`src/rtl/conv_input_loader_pkg.sv`:
```
// conv_pkg: shared types and constants for the convolution input loader.
//
// Contents:
//   state_t  - loader FSM state (START, LOAD_W, LOAD_X, WAIT)
//   addr_w() - address width for a memory of n entries (never below 1 bit)
//   DEF_*    - default problem geometry and the address widths it implies
package conv_pkg;

    typedef enum logic [1:0] {
        START  = 2'd0,
        LOAD_W = 2'd1,
        LOAD_X = 2'd2,
        WAIT   = 2'd3
    } state_t;

    // A one-entry memory still needs a 1-bit address port.
    function automatic int addr_w(input int n);
        return (n > 1) ? $clog2(n) : 1;
    endfunction

    localparam int DEF_INW  = 12;
    localparam int DEF_R    = 9;
    localparam int DEF_C    = 8;
    localparam int DEF_K    = 4;
    localparam int DEF_X_AW = addr_w(DEF_R * DEF_C);
    localparam int DEF_W_AW = addr_w(DEF_K * DEF_K);

endpackage

```
`src/rtl/conv_input_loader_mem.sv`:
```
// conv_mem: single-write-port, single-read-port synchronous RAM.
// Read data is registered: the address presented at edge n is reflected
// on rdata after edge n. No reset; contents persist across loader resets.
//
// Ports:
//   clk   - clock
//   we    - write enable
//   waddr - write address
//   wdata - write data
//   raddr - read address
//   rdata - registered read data
module conv_mem
    import conv_pkg::*;
#(
    parameter int WIDTH = 12,
    parameter int SIZE  = 16
) (
    input  logic                     clk,
    input  logic                     we,
    input  logic [addr_w(SIZE)-1:0] waddr,
    input  logic [WIDTH-1:0]         wdata,
    input  logic [addr_w(SIZE)-1:0] raddr,
    output logic [WIDTH-1:0]         rdata
);

    logic [WIDTH-1:0] mem [SIZE];

    always_ff @(posedge clk) begin
        if (we) begin
            mem[waddr] <= wdata;
        end
        rdata <= mem[raddr];
    end

endmodule

```
`src/rtl/conv_input_loader.sv`:
```
// conv_input_loader: AXI-Stream receiver that fills the kernel (W) and
// image (X) memories for the convolution datapath, holds the stream off
// while the datapath works, and re-opens it on compute_finished.
//
// Ports:
//   clk, reset        - clock, asynchronous active-low reset
//   INPUT_TDATA       - stream element, stored unmodified
//   INPUT_TVALID      - stream valid
//   INPUT_TUSER       - new-W flag, only looked at on a problem's first transfer
//   INPUT_TREADY      - loader can accept a transfer (decoded from state)
//   inputs_loaded     - W and X resident, read ports valid (decoded from state)
//   compute_finished  - one-cycle pulse from the datapath, honoured only in WAIT
//   X_read_addr/X_data - X memory read port, 1-cycle latency, row-major
//   W_read_addr/W_data - W memory read port, 1-cycle latency, row-major
//   fsm_state         - current FSM state, for observation
//
// Handshake: a transfer happens on a rising edge where INPUT_TVALID and
// INPUT_TREADY are both 1; INPUT_TREADY never depends on INPUT_TVALID.
module conv_input_loader
    import conv_pkg::*;
#(
    parameter int INW = DEF_INW,
    parameter int R   = DEF_R,
    parameter int C   = DEF_C,
    parameter int K   = DEF_K
) (
    input  logic                    clk,
    input  logic                    reset,
    input  logic [INW-1:0]          INPUT_TDATA,
    input  logic                    INPUT_TVALID,
    input  logic                    INPUT_TUSER,
    output logic                    INPUT_TREADY,
    output logic                    inputs_loaded,
    input  logic                    compute_finished,
    input  logic [addr_w(R*C)-1:0] X_read_addr,
    output logic [INW-1:0]          X_data,
    input  logic [addr_w(K*K)-1:0] W_read_addr,
    output logic [INW-1:0]          W_data,
    output state_t                  fsm_state
);

    localparam int XN  = R * C;
    localparam int WN  = K * K;
    localparam int XAW = addr_w(XN);
    localparam int WAW = addr_w(WN);
    // One counter serves both phases, so it is sized for the larger memory.
    localparam int CW  = (XAW > WAW) ? XAW : WAW;

    localparam logic [CW-1:0] W_LAST = CW'(WN - 1);
    localparam logic [CW-1:0] X_LAST = CW'(XN - 1);

    state_t          state, state_nxt;
    logic [CW-1:0]   count, count_nxt;
    logic [CW-1:0]   wr_addr;
    logic            xfer;
    logic            w_we, x_we;

    assign INPUT_TREADY  = (state != WAIT);
    assign inputs_loaded = (state == WAIT);
    assign fsm_state     = state;
    assign xfer          = INPUT_TVALID & INPUT_TREADY;

    always_comb begin
        state_nxt = state;
        count_nxt = count;
        wr_addr   = count;
        w_we      = 1'b0;
        x_we      = 1'b0;
        case (state)
            START: begin
                // First element of a problem always lands at index 0.
                wr_addr = '0;
                if (xfer) begin
                    if (INPUT_TUSER) begin
                        w_we = 1'b1;
                        if (WN == 1) begin
                            state_nxt = LOAD_X;
                            count_nxt = '0;
                        end else begin
                            state_nxt = LOAD_W;
                            count_nxt = CW'(1);
                        end
                    end else begin
                        // W is reused from the previous problem.
                        x_we = 1'b1;
                        if (XN == 1) begin
                            state_nxt = WAIT;
                            count_nxt = '0;
                        end else begin
                            state_nxt = LOAD_X;
                            count_nxt = CW'(1);
                        end
                    end
                end
            end
            LOAD_W: begin
                if (xfer) begin
                    w_we = 1'b1;
                    if (count == W_LAST) begin
                        state_nxt = LOAD_X;
                        count_nxt = '0;
                    end else begin
                        count_nxt = count + CW'(1);
                    end
                end
            end
            LOAD_X: begin
                if (xfer) begin
                    x_we = 1'b1;
                    if (count == X_LAST) begin
                        state_nxt = WAIT;
                        count_nxt = '0;
                    end else begin
                        count_nxt = count + CW'(1);
                    end
                end
            end
            WAIT: begin
                if (compute_finished) begin
                    state_nxt = START;
                    count_nxt = '0;
                end
            end
            default: begin
                state_nxt = START;
                count_nxt = '0;
            end
        endcase
    end

    always_ff @(posedge clk or negedge reset) begin
        if (!reset) begin
            state <= START;
            count <= '0;
        end else begin
            state <= state_nxt;
            count <= count_nxt;
        end
    end

    conv_mem #(
        .WIDTH (INW),
        .SIZE  (XN)
    ) u_x_mem (
        .clk   (clk),
        .we    (x_we),
        .waddr (wr_addr[XAW-1:0]),
        .wdata (INPUT_TDATA),
        .raddr (X_read_addr),
        .rdata (X_data)
    );

    conv_mem #(
        .WIDTH (INW),
        .SIZE  (WN)
    ) u_w_mem (
        .clk   (clk),
        .we    (w_we),
        .waddr (wr_addr[WAW-1:0]),
        .wdata (INPUT_TDATA),
        .raddr (W_read_addr),
        .rdata (W_data)
    );

endmodule
```
`config.mk`:
```
export PLATFORM = sky130hd
export DESIGN_NAME = conv_input_loader
export DESIGN_NICKNAME = d
export VERILOG_FILES = /design/src/rtl/conv_input_loader_pkg.sv /design/src/rtl/conv_input_loader_mem.sv /design/src/rtl/conv_input_loader.sv
export SDC_FILE = /design/constraint.sdc
export NUM_CORES = 1
export LEC_CHECK = 0
export BUFFER_PORTS_ARGS = -buffer_cell sky130_fd_sc_hd__buf_2
export CAP_MARGIN = 20
export CELL_PAD_IN_SITES_DETAIL_PLACEMENT = 1
export CELL_PAD_IN_SITES_GLOBAL_PLACEMENT = 1
export CORE_ASPECT_RATIO = 0.7
export CORE_MARGIN = 5
export CORE_UTILIZATION = 45
export CTS_CLUSTER_SIZE = 25
export DETAILED_ROUTE_END_ITERATION = 10
export GPL_ROUTABILITY_DRIVEN = 0
export PLACE_DENSITY = 0.65
export SLEW_MARGIN = 20
export SYNTH_ARGS = -nofsm -noshare
export SYNTH_HDL_FRONTEND = slang
export SYNTH_HIERARCHICAL = 1
export SYNTH_SLANG_ARGS = --single-unit
```
`constraint.sdc`:
```
create_clock -name clk -period 3.45 [get_ports clk]
set_clock_uncertainty 0.15 [all_clocks]
set_input_delay 0.345 -clock clk [delete_from_list [all_inputs] [get_ports clk]]
set_output_delay 0.345 -clock clk [all_outputs]
set_load 0.005 [all_outputs]
```
==> results.md, run 1 <==
* Mux cell area share after synthesis at between 15 and 20%
* Startpoint of the worst hold path: INPUT_TDATA[9]
* CP max stage delay at between 0.5 and 0.6 ns
* Count of buffers from port buffering at 55
* Overflow left after global routing at 0
* Post-CTS setup repair buffer count at 0
* Worst r2r src: fsm_state[0]
* Worst hold-check slack at 0.0468 ns
* Floorplan die height at roughly 260 um
* WS Path Type: flip-flop to flip-flop
* Average wire per cell in the routed design at around 30 um
* Synthesized net count at around 1.9k
* Number of global-route vias before repair at 21.2k
* Sinks on Clock Net at between 1k and 1.5k
* Drt first pass iters at 6
* Max stage delay cell, worst path: sky130_fd_sc_hd__nand2_1
* Crit path buffers/inverters at 2
* Multi-input logic area at 8850 um2
* Site Rows at 93
* Top_reg_cell synth: sky130_fd_sc_hd__edfxtp_1
* Post-route ant nets at 0
* Share of layout cells above drive strength 1 at 30.2%
* H-tree Lvls at 3
* Netlist area before placement at 41800 um2
* Flop pwr share at 51.8%
* Capture point of the worst path: u_x_mem/mem[50][1]
* Largest net degree at the start of global routing at 89
* Min-Delay Path Class: input port to flip-flop
* Cells traversed along the worst timing path: inv_1 -> ha_1 -> nor2b_1 -> nor2b_1 -> nand2_1 -> nor2_1 -> buf_4
* Share of the synthesized area in the top cell type at 75.9%
* Maximum clock path buffer count at 3
* Wire length of the first global-routing pass at roughly 150 mm
* Net Sw Frac at 22.2%
* Number of DRC violations after detailed routing at 0
* Result of the run: finished, final reports clean
* Max transition margin at between 20% and 30%
* Ys Warns at 6
* IR drop worst, VDD at 0.408 mV
* Vias per std cell at 5.88
* Fill cells at 8026
* Sum of net half-perimeters after detailed placement at 66.4 mm
* Power Dens Cells at 593 nW/um2
* Relative contribution of combinational cells to total power at under 10%
* Num CTS Buffers at 101
* Share of async-settable or async-resettable flops after synthesis at 0.826%
* Die X-Extent at ~370 um
* Area fraction in and, or, nand and nor cells after synthesis at 2.87%
* Worst-margin pin slew at 1.11 ns
* Final slew viol count at 0
* Top-count cell post-synth: sky130_fd_sc_hd__edfxtp_1
* Initial standard-cell utilization of the core at 45.4%
* Overall die area at 99200 um2
* Initial antenna violation count at 3
* Worst path required time at 3.66 ns
* Fraction of the mapped netlist area in adder cells at 0.150%
* Worst-case setup margin in the final layout at around 0.19 ns
* Final min period at roughly 3.3 ns
* Max-cap violations at 0
* Sum of negative setup slack at 0 ns
* Total stage count of the critical path at 7
* Post-synthesis sequential element count at 1089
* Clk Latency, worst-skew pair at 0.68 ns
* Number of distinct library cell variants in the gate-level netlist after synthesis at 47
* Critical path fanouts, max at 15
* Combined flip-flop and latch cell area at 32400 um2
* Commonest cells post-synth: 1056 x sky130_fd_sc_hd__edfxtp_1, 269 x sky130_fd_sc_hd__mux4_2, 97 x sky130_fd_sc_hd__nor2_1
* Synthesized area divided by synthesized cell count at 22.1 um2
* Overall power at 28.6 mW
* Max frequency at 0.307 GHz
* Arrival time of data at the critical path endpoint at ~3.5 ns
* Kind of start point of the critical path: flip-flop
* Complex-gate fraction of the synthesized area at 1.92%
* Cell count after synthesis at 1889
* Clock-pin slew on the worst setup and hold paths at 0.07 ns
* CP delay by family, top: simple AND/OR/NAND/NOR gates
* Destination of the worst register-to-register timing path: u_x_mem/mem[50][1]
* Most area-hungry cell type in the Yosys netlist: sky130_fd_sc_hd__edfxtp_1
* Standby leakage power at 15.5 nW
* Final count of hold timing violations at 0
* Most prevalent standard cell on the critical path: sky130_fd_sc_hd__nor2b_1
* Slack of the worst reg-to-reg path at between 0.15 and 0.2 ns
* Fin nets at 2165
* Setup Viol. Count Final at 0
* Area inside the core boundary at 92000 um2
* Placement Setup Slack at about 0.21 ns
* Final cycle utilization of the critical path at 94.4%
* TritonCTS clock tree: built
* Combinational family with the most area after synthesis: multiplexers
* Cell at the root of the clock tree: sky130_fd_sc_hd__clkbuf_16
* Final core utilization at 52.3%
* Worst Setup End Kind: flip-flop
* Depth of the worst register-to-register path at 7
* Cell types occupying the most area after synthesis: sky130_fd_sc_hd__edfxtp_1 76%, sky130_fd_sc_hd__mux4_2 14%, sky130_fd_sc_hd__dfxtp_1 1.1%
* Gr usage total at between 20% and 30%
* EDFF count, synth at about 1.1k
* Post-synthesis xor/xnor area fraction at 0%
* Portion of total power attributed to the clock network at about two fifths
* Number of I/O pins at 56
* Switching power of the nets at 6.34 mW
* P&R area growth vs syn at 15.2%
* Unrepaired setup endpoints after global routing: false
* Starting DRC count in detailed routing at 2219
* Sequential element share of the synthesized area at 77.6%
* Detailed Route WL at 106 mm
* Via total after detailed routing at 20.3k
* Worst setup path startpoint: fsm_state[0]
* Internal power at 22.2 mW
## cells by family (layout without fill, tap and decap cells)
logic type / Yosys count / count (layout)
adders and majority gates: 5 / 5
other: 0 / 3
AOI/OAI and AO/OA: 114 / 114
muxes: 314 / 314
buffers and inverters: 98 / 423
and+or+nand+nor: 269 / 269
DFF: 1089 / 1089
## cells in the final DEF (no fill, tap or decap), types with 16 or more instances in the layout
| cell type | n |
|---|---|
| sky130_fd_sc_hd__a22oi_1 | 42 |
| sky130_fd_sc_hd__buf_2 | 49 |
| sky130_fd_sc_hd__buf_4 | 156 |
| sky130_fd_sc_hd__clkbuf_16 | 103 |
| sky130_fd_sc_hd__clkinv_2 | 23 |
| sky130_fd_sc_hd__dfxtp_1 | 24 |
| sky130_fd_sc_hd__edfxtp_1 | 1056 |
| sky130_fd_sc_hd__mux2i_1 | 29 |
| sky130_fd_sc_hd__mux4_2 | 269 |
| sky130_fd_sc_hd__nand2_1 | 90 |
| sky130_fd_sc_hd__nand3_1 | 28 |
| sky130_fd_sc_hd__nor2_1 | 95 |
| sky130_fd_sc_hd__o22ai_1 | 16 |
## registers in the layout, summed over array words and instances, names as in the netlist
register       count
count              7
fsm_state          2
u_w_mem/mem      192
u_w_mem/rdata     12
u_x_mem/mem      864
u_x_mem/rdata     12
## layout make-up
| class | count | area share (%) |
|---|---|---|
| Antenna cell | 3 | 0.0156 |
| Clock buffer | 122 | 5.63 |
| Clock inverter | 63 | 1.61 |
| Inverter | 9 | 0.0702 |
| Multi-Input combinational cell | 702 | 18.4 |
| Sequential cell | 1089 | 67.3 |
| Tap cell | 1235 | 3.21 |
| Timing Repair Buffer | 229 | 3.77 |
## layer usage
layer  part of all wire [%]  vias up  GRT usage, %
li1                       -     8430             -
met1                     45    10900          32.2
met2                     44      790          31.0
met3                    8.9      145          5.92
met4                    2.2        2          5.26
met5                  0.010        -             0
## power groups by stage
| stage | logic, mW | registers (mW) | clock network [mW] |
|---|---|---|---|
| CTS | 2.12 | 14.8 | 11.9 |
| global placement | 2.05 | 15.1 | 0 |
| finish | 2.11 | 14.8 | 11.7 |
| detailed placement | 2.11 | 15.1 | 0 |
| floorplan | 1.16 | 15.1 | 0 |
| global route | 2.27 | 14.8 | 12.5 |
## what timing repair did
action	4_1_cts	5_1_grt
hold buffers	6	0
gates resized for setup	0	1
setup endpoints to repair	0	24
endpoints found under the hold margin	35	0
## worst min-delay path by stage
stage	to	cells after the start
5_1_grt	u_x_mem/mem[56][9]	1
2_1_floorplan	count[0]	0
6_report	u_x_mem/mem[57][9]	1
3_3_place_gp	count[1]	1
4_1_cts	u_x_mem/mem[36][7]	2
3_5_place_dp	fsm_state[1]	1
## through the flow
stage,cell area [um2],cells
detailed placement,44600,3258
global route,48100,3449
global placement,44600,3258
finish,48200,3452
CTS,48100,3449
floorplan,41800,1889
Power figures use the tool's default switching activity.
==> run 2, diff against run 1 <==
BUFFER_PORTS_ARGS = default   (was -buffer_cell sky130_fd_sc_hd__buf_2)
DONT_BUFFER_PORTS = 1   (was default)
PLACE_DENSITY = 0.64   (was 0.65)
==> run 2 against run 1 <==
Net effect: clock power decreased by 5%; core utilization decreased by 0.39 points; register-to-register slack about the same; die area unchanged; sequential power about the same; worst hold slack got worse by 0.056 ns; sequential share of layout area increased by 0.51 points; the flow now finishes with violations (negative hold slack); first-iteration DRC count increased by 3.8%; fmax decreased by 1.1%; combinational power decreased by 11%; global-route usage decreased by 0.21 points; critical path depth unchanged; largest cell class unchanged; critical endpoint is now u_x_mem/rdata[10].
==> results.md, run 2 (synthesized netlist as in run 1, its figures left out) <==
* Final count of hold timing violations at 2 (+2)
* Worst hold-check slack at -0.00947 ns (-0.0563 ns)
* Standby leakage power at 15.1 nW (-2.3%)
* IR drop worst, VDD at 0.359 mV (-12%)
* Worst path required time at 3.87 ns (+0.21 ns)
* Share of layout cells above drive strength 1 at 26.5% (-3.7 points)
* Most frequent standard cell in the layout excluding fill and tap cells: sky130_fd_sc_hd__edfxtp_1
* Clk Latency, worst-skew pair at 0.69 ns (about the same)
* Gr usage total at 21.1% (-0.21 points)
* Min-Delay Path Class: input port to flip-flop
* Fill cells at 7946 (-1.0%)
* Max transition margin at 29.3% (+3.8 points)
* Wire length of the first global-routing pass at 152 mm (-0.82%)
* Num CTS Buffers at 103 (+2.0%)
* Detailed Route WL at 105 mm (-0.84%)
* Area inside the core boundary at 92000 um2 (unchanged)
* Setup Viol. Count Final at 0 (unchanged)
* Number of global-route vias before repair at 20.6k (-2.6%)
* Overflow left after global routing at 0 (unchanged)
* Drt first pass iters at 5 (-1)
* Initial standard-cell utilization of the core at 45.4% (unchanged)
* Most flops, register: u_x_mem/mem
* Clock-pin slew on the worst setup and hold paths at 0.06 ns (about the same)
* Max frequency at 0.303 GHz (-1.1%)
* Sinks on Clock Net at 1089 (unchanged)
* Floorplan die height at 265 um (unchanged)
* Highest-count cells in the layout ignoring fill and taps: 1056 x sky130_fd_sc_hd__edfxtp_1, 269 x sky130_fd_sc_hd__mux4_2, 115 x sky130_fd_sc_hd__buf_4, 104 x sky130_fd_sc_hd__clkbuf_16, 92 x sky130_fd_sc_hd__nor2_1
* P&R area growth vs syn at 14.4%
* Final slew viol count at 0 (unchanged)
* Maximum clock path buffer count at 3 (unchanged)
* Average wire per cell in the routed design at 30.8 um (+0.77%)
* Number of I/O pins at 56 (unchanged)
* Number of DRC violations after detailed routing at 0 (unchanged)
* Vias per std cell at 5.97 (+1.6%)
* Result of the run: finished with violations
* Failing checks: negative hold slack
* H-tree Lvls at 3 (unchanged)
* Initial antenna violation count at 1 (-2)
* Sum of net half-perimeters after detailed placement at 59.4 mm (-11%)
* Worst Setup End Kind: flip-flop
* Hold path depth at 3 (+2)
* Site Rows at 93 (unchanged)
* Final cycle utilization of the critical path at 95.5% (+1.1 points)
* Arrival time of data at the critical path endpoint at 3.71 ns (+0.24 ns)
* TritonCTS clock tree: built
* Largest net degree at the start of global routing at 217 (+140%)
* WS Path Type: input port to flip-flop
* Depth of the worst register-to-register path at 7 (unchanged)
* Die X-Extent at 374 um (unchanged)
* Starting DRC count in detailed routing at 2303 (+3.8%)
* Unrepaired setup endpoints after global routing: false
* Overall die area at 99200 um2 (unchanged)
* Critical path fanouts, max at 216 (+201)
* Final core utilization at 51.9% (-0.39 points)
* Final min period at 3.30 ns (+0.0373 ns)
* Cell at the root of the clock tree: sky130_fd_sc_hd__clkbuf_16
* Max-cap violations at 0 (unchanged)
* Count of buffers from port buffering at 0 (-100%)
* Post-route ant nets at 0 (unchanged)
* Kind of start point of the critical path: input port
* Power Dens Cells at 580 nW/um2 (-2.1%)
* Sum of negative setup slack at 0 ns (unchanged)
* Worst-margin pin slew at 1.06 ns (-0.0580 ns)
* Via total after detailed routing at 20.3k (+0.0049%)
* Fin nets at 2106 (-2.7%)
* Regs by FF count: u_x_mem/mem x864, u_w_mem/mem x192
* Flip-flop count of the largest register, all copies and words added at 864 (unchanged)
## run 2: cell count changes in the layout (fill, tap and decap cells not counted), moves of 4 or more
| cell | delta |
|---|---|
| sky130_fd_sc_hd__buf_12 | -15 |
| sky130_fd_sc_hd__clkinv_1 | +5 |
| sky130_fd_sc_hd__buf_16 | +14 |
| sky130_fd_sc_hd__bufinv_16 | -9 |
| sky130_fd_sc_hd__buf_4 | -41 |
| sky130_fd_sc_hd__inv_6 | +4 |
| sky130_fd_sc_hd__buf_2 | -49 |
| sky130_fd_sc_hd__dlygate4sd3_1 | +33 |
| sky130_fd_sc_hd__clkbuf_1 | +10 |
## run 2: final timing paths
path	startpoint	endpoint	slack [ns]
setup reg to reg	u_x_mem/mem[22][10]	u_x_mem/rdata[10]	0.18
hold / removal	W_read_addr[2]	u_w_mem/rdata[7]	-0.009
setup / recovery	X_read_addr[0]	u_x_mem/rdata[10]	0.15
max in group asynchronous	reset	count[0]	2.37
min in group asynchronous	reset	count[6]	0.44
hold reg to reg	count[1]	count[1]	0.46
## run 2: area by class of cell
| type | count | area [um2] | area share [%] |
|---|---|---|---|
| Antenna cell | 1 | 2.50 | 0.00524 |
| Sequential cell | 1089 | 32400 | 67.8 |
| Timing Repair Buffer | 168 | 1640 | 3.43 |
| Tap cell | 1235 | 1550 | 3.23 |
| Clock inverter | 59 | 512 | 1.07 |
| Clock buffer | 134 | 2790 | 5.83 |
| Multi-Input combinational cell | 702 | 8860 | 18.5 |
| Inverter | 9 | 33.8 | 0.0707 |
## run 2: worst max-delay path, cell delays in order
cell and delay (ns):
sky130_fd_sc_hd__mux4_2 0.75, sky130_fd_sc_hd__mux2i_1 0.42, sky130_fd_sc_hd__a22oi_1 0.24, sky130_fd_sc_hd__o211ai_1 0.21, sky130_fd_sc_hd__dlygate4sd3_1 0.63, sky130_fd_sc_hd__nand3_1 0.10
sky130_fd_sc_hd__dlygate4sd3_1 0.58
## run 2: report_power, final
group | internal (mW) | switching, mW
logic | 0.720 | 1.15
registers | 14.7 | 0.0932
clock network | 6.18 | 4.89
## run 2: timing repair
action | 4_1_cts | 5_1_grt
buffers inserted | 0 | 0
resized for setup | 0 | 2
hold buffers | 52 | 1
endpoints found under the setup margin | 0 | 13
hold endpoints to repair | 1092 | 1
## run 2: through the flow
| step | area, um2 | hold slack [ns] | power (mW) | setup WS (ns) | instances |
|---|---|---|---|---|---|
| after floorplan | 41800 | -0.101 | 16.2 | 0.336 | 1889 |
| after global placement | 43700 | -0.0998 | 16.5 | 0.187 | 3150 |
| after detailed placement | 43700 | -0.0999 | 16.6 | 0.0683 | 3150 |
| after CTS | 47800 | 0.00234 | 28.0 | 0.0339 | 3395 |
| after global routing | 47800 | 0.0102 | 28.7 | 0.00880 | 3396 |
| final | 47800 | -0.00947 | 27.7 | 0.155 | 3397 |
## run 2: routing by layer
layer  wire length [um]  track usage [%]
met2              46800             30.7
met5                  0                0
met4               1390             3.70
met1              47500             32.9
met3               8990             5.46
